[src/rtl/frame_signed_minmax_pkg.sv]
// Shared types and default sizing for the frame min/max reduction stage.
package minmax_pkg;
    typedef enum logic [1:0] {EMPTY, ACCUM, HOLD} state_t;

    localparam int DEF_W     = 32;
    localparam int DEF_CNT_W = 16;
    localparam logic [DEF_CNT_W-1:0] CNT_MAX = '1;
endpackage

[src/rtl/frame_signed_minmax_if.sv]
// Sample-in / result-out handshake bundle; slave is the reduction stage's view.
interface frame_signed_minmax_if
    import minmax_pkg::*;
#(
    parameter int W     = DEF_W,
    parameter int CNT_W = DEF_CNT_W
);
    logic             in_valid;
    logic             in_ready;
    logic [W-1:0]     in_data;
    logic             in_last;
    logic             out_valid;
    logic             out_ready;
    logic [W-1:0]     out_min;
    logic [W-1:0]     out_max;
    logic [CNT_W-1:0] out_min_idx;
    logic [CNT_W-1:0] out_max_idx;
    logic [CNT_W-1:0] out_count;
    logic             out_sat;

    modport slave (
        input  in_valid, in_data, in_last, out_ready,
        output in_ready, out_valid, out_min, out_max,
               out_min_idx, out_max_idx, out_count, out_sat
    );

    modport master (
        output in_valid, in_data, in_last, out_ready,
        input  in_ready, out_valid, out_min, out_max,
               out_min_idx, out_max_idx, out_count, out_sat
    );
endinterface

[src/rtl/frame_signed_minmax_cmp.sv]
// Combinational strict two's-complement less-than: lt = (a < b).
module signed_lt_cmp #(
    parameter int W = 32
) (
    input  logic [W-1:0] a,
    input  logic [W-1:0] b,
    output logic         lt
);
    assign lt = $signed(a) < $signed(b);
endmodule

[src/rtl/frame_signed_minmax.sv]
// Per-frame running min/max reduction; emits one registered result beat at frame end.
module frame_signed_minmax
    import minmax_pkg::*;
#(
    parameter int W     = DEF_W,
    parameter int CNT_W = DEF_CNT_W
) (
    input  logic                  clk,
    input  logic                  rst_n,
    frame_signed_minmax_if.slave  bus
);
    localparam logic [CNT_W-1:0] LIM = '1;

    state_t           r_state;
    logic             r_in_ready;
    logic             r_out_valid;
    logic [W-1:0]     r_min, r_max;
    logic [CNT_W-1:0] r_min_idx, r_max_idx, r_count;
    logic             r_sat;

    logic             w_lt_min, w_gt_max, w_acc, w_full;
    logic [CNT_W-1:0] w_cnt_nxt;

    signed_lt_cmp #(.W(W)) u_lt_min (.a(bus.in_data), .b(r_min),       .lt(w_lt_min));
    signed_lt_cmp #(.W(W)) u_gt_max (.a(r_max),       .b(bus.in_data), .lt(w_gt_max));

    assign w_acc     = bus.in_valid & r_in_ready;
    assign w_full    = (r_count == LIM);
    assign w_cnt_nxt = w_full ? r_count : r_count + 1'b1;

    always_ff @(posedge clk or negedge rst_n) begin
        if (!rst_n) begin
            r_state     <= EMPTY;
            r_in_ready  <= 1'b0;
            r_out_valid <= 1'b0;
            r_min       <= '0;
            r_max       <= '0;
            r_min_idx   <= '0;
            r_max_idx   <= '0;
            r_count     <= '0;
            r_sat       <= 1'b0;
        end else begin
            case (r_state)
                EMPTY: begin
                    r_in_ready <= 1'b1;
                    if (w_acc) begin
                        r_min       <= bus.in_data;
                        r_max       <= bus.in_data;
                        r_min_idx   <= '0;
                        r_max_idx   <= '0;
                        r_count     <= CNT_W'(1);
                        r_sat       <= 1'b0;
                        r_state     <= bus.in_last ? HOLD : ACCUM;
                        r_in_ready  <= ~bus.in_last;
                        r_out_valid <= bus.in_last;
                    end
                end
                ACCUM: begin
                    if (w_acc) begin
                        // r_count is this sample's index; pinned at LIM once saturated
                        if (w_lt_min) begin
                            r_min     <= bus.in_data;
                            r_min_idx <= r_count;
                        end
                        if (w_gt_max) begin
                            r_max     <= bus.in_data;
                            r_max_idx <= r_count;
                        end
                        r_count <= w_cnt_nxt;
                        if (w_full) r_sat <= 1'b1;
                        if (bus.in_last) begin
                            r_state     <= HOLD;
                            r_in_ready  <= 1'b0;
                            r_out_valid <= 1'b1;
                        end
                    end
                end
                HOLD: begin
                    if (r_out_valid && bus.out_ready) begin
                        r_state     <= EMPTY;
                        r_out_valid <= 1'b0;
                        r_in_ready  <= 1'b1;
                    end
                end
                default: begin
                    r_state     <= EMPTY;
                    r_in_ready  <= 1'b1;
                    r_out_valid <= 1'b0;
                end
            endcase
        end
    end

    assign bus.in_ready    = r_in_ready;
    assign bus.out_valid   = r_out_valid;
    assign bus.out_min     = r_min;
    assign bus.out_max     = r_max;
    assign bus.out_min_idx = r_min_idx;
    assign bus.out_max_idx = r_max_idx;
    assign bus.out_count   = r_count;
    assign bus.out_sat     = r_sat;
endmodule

[src/flat_wrapper.sv]
// flat-port wrapper written by rule: the top's interface ports become plain ports
module frame_signed_minmax_flat import minmax_pkg::*;
#(
    parameter int W     = DEF_W,
    parameter int CNT_W = DEF_CNT_W
)
  (clk, rst_n, bus_in_valid, bus_in_data, bus_in_last, bus_out_ready, bus_in_ready, bus_out_valid, bus_out_min, bus_out_max, bus_out_min_idx, bus_out_max_idx, bus_out_count, bus_out_sat);
  frame_signed_minmax_if #(.W(W), .CNT_W(CNT_W)) bus_i ();
  input  logic clk;
  input  logic rst_n;
  input wire logic [$bits(bus_i.in_valid)-1:0] bus_in_valid;
  input wire logic [$bits(bus_i.in_data)-1:0] bus_in_data;
  input wire logic [$bits(bus_i.in_last)-1:0] bus_in_last;
  input wire logic [$bits(bus_i.out_ready)-1:0] bus_out_ready;
  output wire logic [$bits(bus_i.in_ready)-1:0] bus_in_ready;
  output wire logic [$bits(bus_i.out_valid)-1:0] bus_out_valid;
  output wire logic [$bits(bus_i.out_min)-1:0] bus_out_min;
  output wire logic [$bits(bus_i.out_max)-1:0] bus_out_max;
  output wire logic [$bits(bus_i.out_min_idx)-1:0] bus_out_min_idx;
  output wire logic [$bits(bus_i.out_max_idx)-1:0] bus_out_max_idx;
  output wire logic [$bits(bus_i.out_count)-1:0] bus_out_count;
  output wire logic [$bits(bus_i.out_sat)-1:0] bus_out_sat;
  assign bus_i.in_valid = bus_in_valid;
  assign bus_i.in_data = bus_in_data;
  assign bus_i.in_last = bus_in_last;
  assign bus_i.out_ready = bus_out_ready;
  assign bus_in_ready = bus_i.in_ready;
  assign bus_out_valid = bus_i.out_valid;
  assign bus_out_min = bus_i.out_min;
  assign bus_out_max = bus_i.out_max;
  assign bus_out_min_idx = bus_i.out_min_idx;
  assign bus_out_max_idx = bus_i.out_max_idx;
  assign bus_out_count = bus_i.out_count;
  assign bus_out_sat = bus_i.out_sat;
  frame_signed_minmax #(.W(W), .CNT_W(CNT_W)) u_core (.clk(clk), .rst_n(rst_n), .bus(bus_i));
endmodule
[config.mk]
export PLATFORM = sky130hd
export DESIGN_NAME = frame_signed_minmax_flat
export DESIGN_NICKNAME = d
export VERILOG_FILES = /design/src/rtl/frame_signed_minmax_pkg.sv /design/src/rtl/frame_signed_minmax_if.sv /design/src/rtl/frame_signed_minmax_cmp.sv /design/src/rtl/frame_signed_minmax.sv /design/src/flat_wrapper.sv
export SDC_FILE = /design/constraint.sdc
export NUM_CORES = 1
export LEC_CHECK = 0
export ABC_CLOCK_PERIOD_IN_PS = 4200
export BUFFER_PORTS_ARGS = -buffer_cell sky130_fd_sc_hd__buf_2
export CORE_MARGIN = 2
export CORE_UTILIZATION = 40
export DETAILED_ROUTE_END_ITERATION = 8
export GPL_TIMING_DRIVEN = 0
export SETUP_SLACK_MARGIN = 0.15
export SYNTH_ARGS = -nofsm -noshare
export SYNTH_HDL_FRONTEND = slang
export SYNTH_HIERARCHICAL = 1
export SYNTH_SLANG_ARGS = --single-unit
[constraint.sdc]
create_clock -name clk -period 4.2 [get_ports clk]
set_clock_uncertainty 0.15 [all_clocks]
set_input_delay 1.26 -clock clk [delete_from_list [all_inputs] [get_ports clk]]
set_output_delay 1.26 -clock clk [all_outputs]
set_load 0.005 [all_outputs]
==> impl_metrics.tcl <==
set metrics [dict create \
    timing.critical_path.cells "buf_2 > ha_1 > a21o_1 > a31oi_1 > o21ai_0 > a311oi_2 > o21ai_1 > mux2i_1 > o21a_2 > buf_6 > buf_4 > nand3_1 > o21ai_0" \
    synth_warnings 6 \
    vias 5136 \
    r2r_start "u_core/bus.out_min[2]$_DFFE_PN0P_" \
    timing.fmax_mhz 279 \
    timing.critical_path.fanout_max 10 \
    setup_repair_after_global_routing_missed_its_margin "false" \
    die-area_um2 17200 \
    critPathRequiredTime_ps 4360 \
    cts-root-buf "sky130_fd_sc_hd__clkbuf_16" \
    post_layout_min_period_ps 3590 \
    synth_top_cells_by_area "sky130_fd_sc_hd__dfrtp_1, sky130_fd_sc_hd__mux2_2, sky130_fd_sc_hd__ha_1" \
    vdd.ir_drop.worst_mv 0.266 \
    cts-buffers-inserted 17 \
    synth_async_sr_flop_share_pct 100 \
    worst_hold_path.num_cells 1 \
    postSynthRegisterBits 116 \
    hold_buffers 0 \
    path_buf_inv 3 \
    timing.hold.ws_ps 353 \
    worstMarginPinSlew_ps 493 \
    grt_overflow 0 \
    detailedPlacementHpwl_um 11900 \
    timing_worst_setup_path_type "input port to flop" \
    total_wire_length_um 16100 \
    slowest_stage "sky130_fd_sc_hd__a311oi_2" \
    diodes 0 \
    netlist_instances 588 \
    final_core_utilization_pct 51.1 \
    floorplan.initialDensity_pct 40.9 \
    numClockSinks 116 \
    max_slew_margin_pct 67.1 \
    classification_of_the_worst_slack_hold_path "flop to flop" \
    clock_tree.htree_level_count 4 \
    share_comb_of_total_power_pct 4.6 \
    clock_power_share_pct 52.5 \
    final_cell_count_no_fill 987 \
    power.share.switching_pct 21.4 \
    maxCapViolCount 0 \
    post_layout_power_w 0.00261 \
    worstRegToRegCells 13 \
    ant_nets 0 \
    groute.usage.overall_pct 19.3 \
    post-synth-top-area-cell "sky130_fd_sc_hd__dfrtp_1" \
    drtIter0Drc 246 \
    crit_path_end_kind "flop" \
    final_max_slew_viol_count 0 \
    most_instantiated_library_cell_after_synthesis "sky130_fd_sc_hd__dfrtp_1" \
    via_per_inst 5.20 \
    syn-mean-instance-area_um2 11.0 \
    net-switching-power_w 0.000560 \
    drt-wirelength-per-cell_um 16.3 \
    pin_count 152 \
    synthTopCellsByCount "sky130_fd_sc_hd__dfrtp_1, sky130_fd_sc_hd__inv_1, sky130_fd_sc_hd__mux2_2" \
    power.density_cell_area_nw_per_um2 323 \
    antenna_found_initial 0 \
    clk_path_buf_depth 2 \
    detailedRoute.firstPassIterationCount 5 \
    rr_endpoint "u_core/bus.out_min_idx[1]$_DFFE_PN0P_" \
    dieHeight_um 131 \
    final_min_period_over_clock_period_pct 85.4 \
    hold_end "u_core/bus.out_max_idx[15]$_DFFE_PN0P_" \
    io_buffers 151 \
    post_route_cells_drive_above_1_share_pct 37.2 \
    number_of_flops_mapped_to_enable_cells_by_yosys 0 \
    gp_congestion 0.853 \
    die_x_um 131 \
    yosysSeqAreaShare_pct 44.8 \
    grt_max_degree 67 \
    path_clk_slew_ps 50 \
    critPathTopFamily "compound AO/OA/AOI/OAI gates" \
    synth.lib_cells_used.distinct 52 \
    finalSetupViolCount 0 \
    cts.repair.resized 0 \
    p_leak_nw 4.32 \
    result_of_the_run "finished clean" \
    synthToLayoutAreaGrowth_pct 25.0 \
    core_region_area_um2 15800 \
    hold_violation_count_in_the_final_report 0 \
    worstSetupStartpointType "input port" \
    tritoncts "done" \
    seq_power_share_pct 42.9 \
    flip_flop_cell_with_the_highest_count_after_synthesis "sky130_fd_sc_hd__dfrtp_1" \
    post_synth_instance_area_um2 6470 \
    wire_length_of_the_first_global_routing_pass_um 26800 \
    clock_insertion_delay_worst_skew_ps 400 \
    cellInternalPower_w 0.00205 \
    data_arrival_at_the_endpoint_of_the_critical_path_ps 3750 \
    fin_nets 859 \
    r2r_setup_slack_ps 1200 \
    timing.critical_path.slowest_cell_delay_ps 380 \
    path_common_cell "sky130_fd_sc_hd__o21ai_0" \
    drc_errors 0 \
    placed_cells_incl_taps 956 \
    synth.top_cell.area_share_pct 44.8 \
    placementRows 46 \
    setup_tns_ps 0 \
    worst_hold_startpoint "u_core/bus.out_max_idx[15]$_DFFE_PN0P_" \
    via_count_of_the_first_global_routing_pass 5284 \
    cts.repair_timing.setup_buffer_count 0 \
    postSynthNetCount 688 \
]
==> metal layers <==
metal,part of all wire (%),vias to the layer above,track usage (%),wire length [um]
li1,-,2447,-,-
met1,44,2513,24.5,7090
met2,49,158,32.2,7880
met3,5.3,18,4.86,850
met4,1.6,0,6.16,254
met5,0,-,0,0
==> cell families after synthesis <==
logic type	count (synthesis)	share of synthesized area, %
AO/OA/AOI/OAI	105	11.1
adder cells (fa/ha/maj)	63	12.2
buffers and inverters	106	7.60
flip-flops	116	44.8
multiplexers	80	13.8
AND/OR/NAND/NOR	118	10.5
==> final cells by class <==
class / count / area, um^2
tap: 216 / 270
sequential: 116 / 2900
timing repair buffer: 152 / 790
multi-input combinational: 366 / 3080
fill: 1473 / 7740
buffer: 21 / 173
clock buffer: 27 / 513
inverter: 85 / 319
clock inverter: 4 / 45.0
==> stage by stage <==
step	setup WS (ps)	area (um^2)
final	614	8090
after global routing	460	8090
after CTS	619	8090
after detailed placement	188	7530
after global placement	225	7500
after floorplan	693	6470
==> worst max-delay path by stage <==
| stage | slack (ps) | endpoint | depth (start not counted) | startpoint |
|---|---|---|---|---|
| 2_1_floorplan | 690 | u_core/bus.out_max[0]$_DFFE_PN0P_ | 11 | bus_in_data[22] |
| 3_3_place_gp | 230 | u_core/bus.out_max[10]$_DFFE_PN0P_ | 12 | bus_in_data[2] |
| 3_5_place_dp | 190 | u_core/bus.out_max[10]$_DFFE_PN0P_ | 12 | bus_in_data[2] |
| 4_1_cts | 620 | u_core/bus.out_max[10]$_DFFE_PN0P_ | 12 | bus_in_data[2] |
| 5_1_grt | 460 | u_core/bus.out_max_idx[14]$_DFFE_PN0P_ | 14 | bus_in_data[2] |
| 6_report | 610 | u_core/bus.out_min_idx[1]$_DFFE_PN0P_ | 13 | bus_in_data[2] |
==> registers in the layout, indices dropped and copies added, names as in the netlist <==
name and count:
u_core/bus.out_count 16, u_core/bus.out_min 32, u_core/bus.out_max_idx 16, u_core/bus.out_sat 1
u_core/bus.in_ready 1, u_core/bus.out_min_idx 16, u_core/bus.out_max 32, u_core/r_state 2
==> cells in the final DEF, fill, tap and decap left out, drive strengths merged, types with 7 or more instances in the layout <==
cell | Yosys | layout
dfrtp | 116 | 116
inv | 85 | 85
ha | 63 | 63
nand3 | 41 | 41
buf | 21 | 173
and3 | 7 | 7
clkbuf | 0 | 27
nand2 | 12 | 12
o21ai | 38 | 38
nand4 | 16 | 16
nor2 | 10 | 10
a21oi | 20 | 20
mux2 | 76 | 76
a22o | 8 | 8
==> power groups by stage <==
stage | Combinational [W] | Sequential (W) | Clock [W]
6_report | 0.000121 | 0.00112 | 0.00137
5_1_grt | 0.000140 | 0.00112 | 0.00146
4_1_cts | 0.000123 | 0.00112 | 0.00140
3_5_place_dp | 0.000122 | 0.00114 | 0
3_3_place_gp | 0.000113 | 0.00114 | 0
2_1_floorplan | 0.0000503 | 0.00114 | 0
Power figures use the tool's default switching activity.
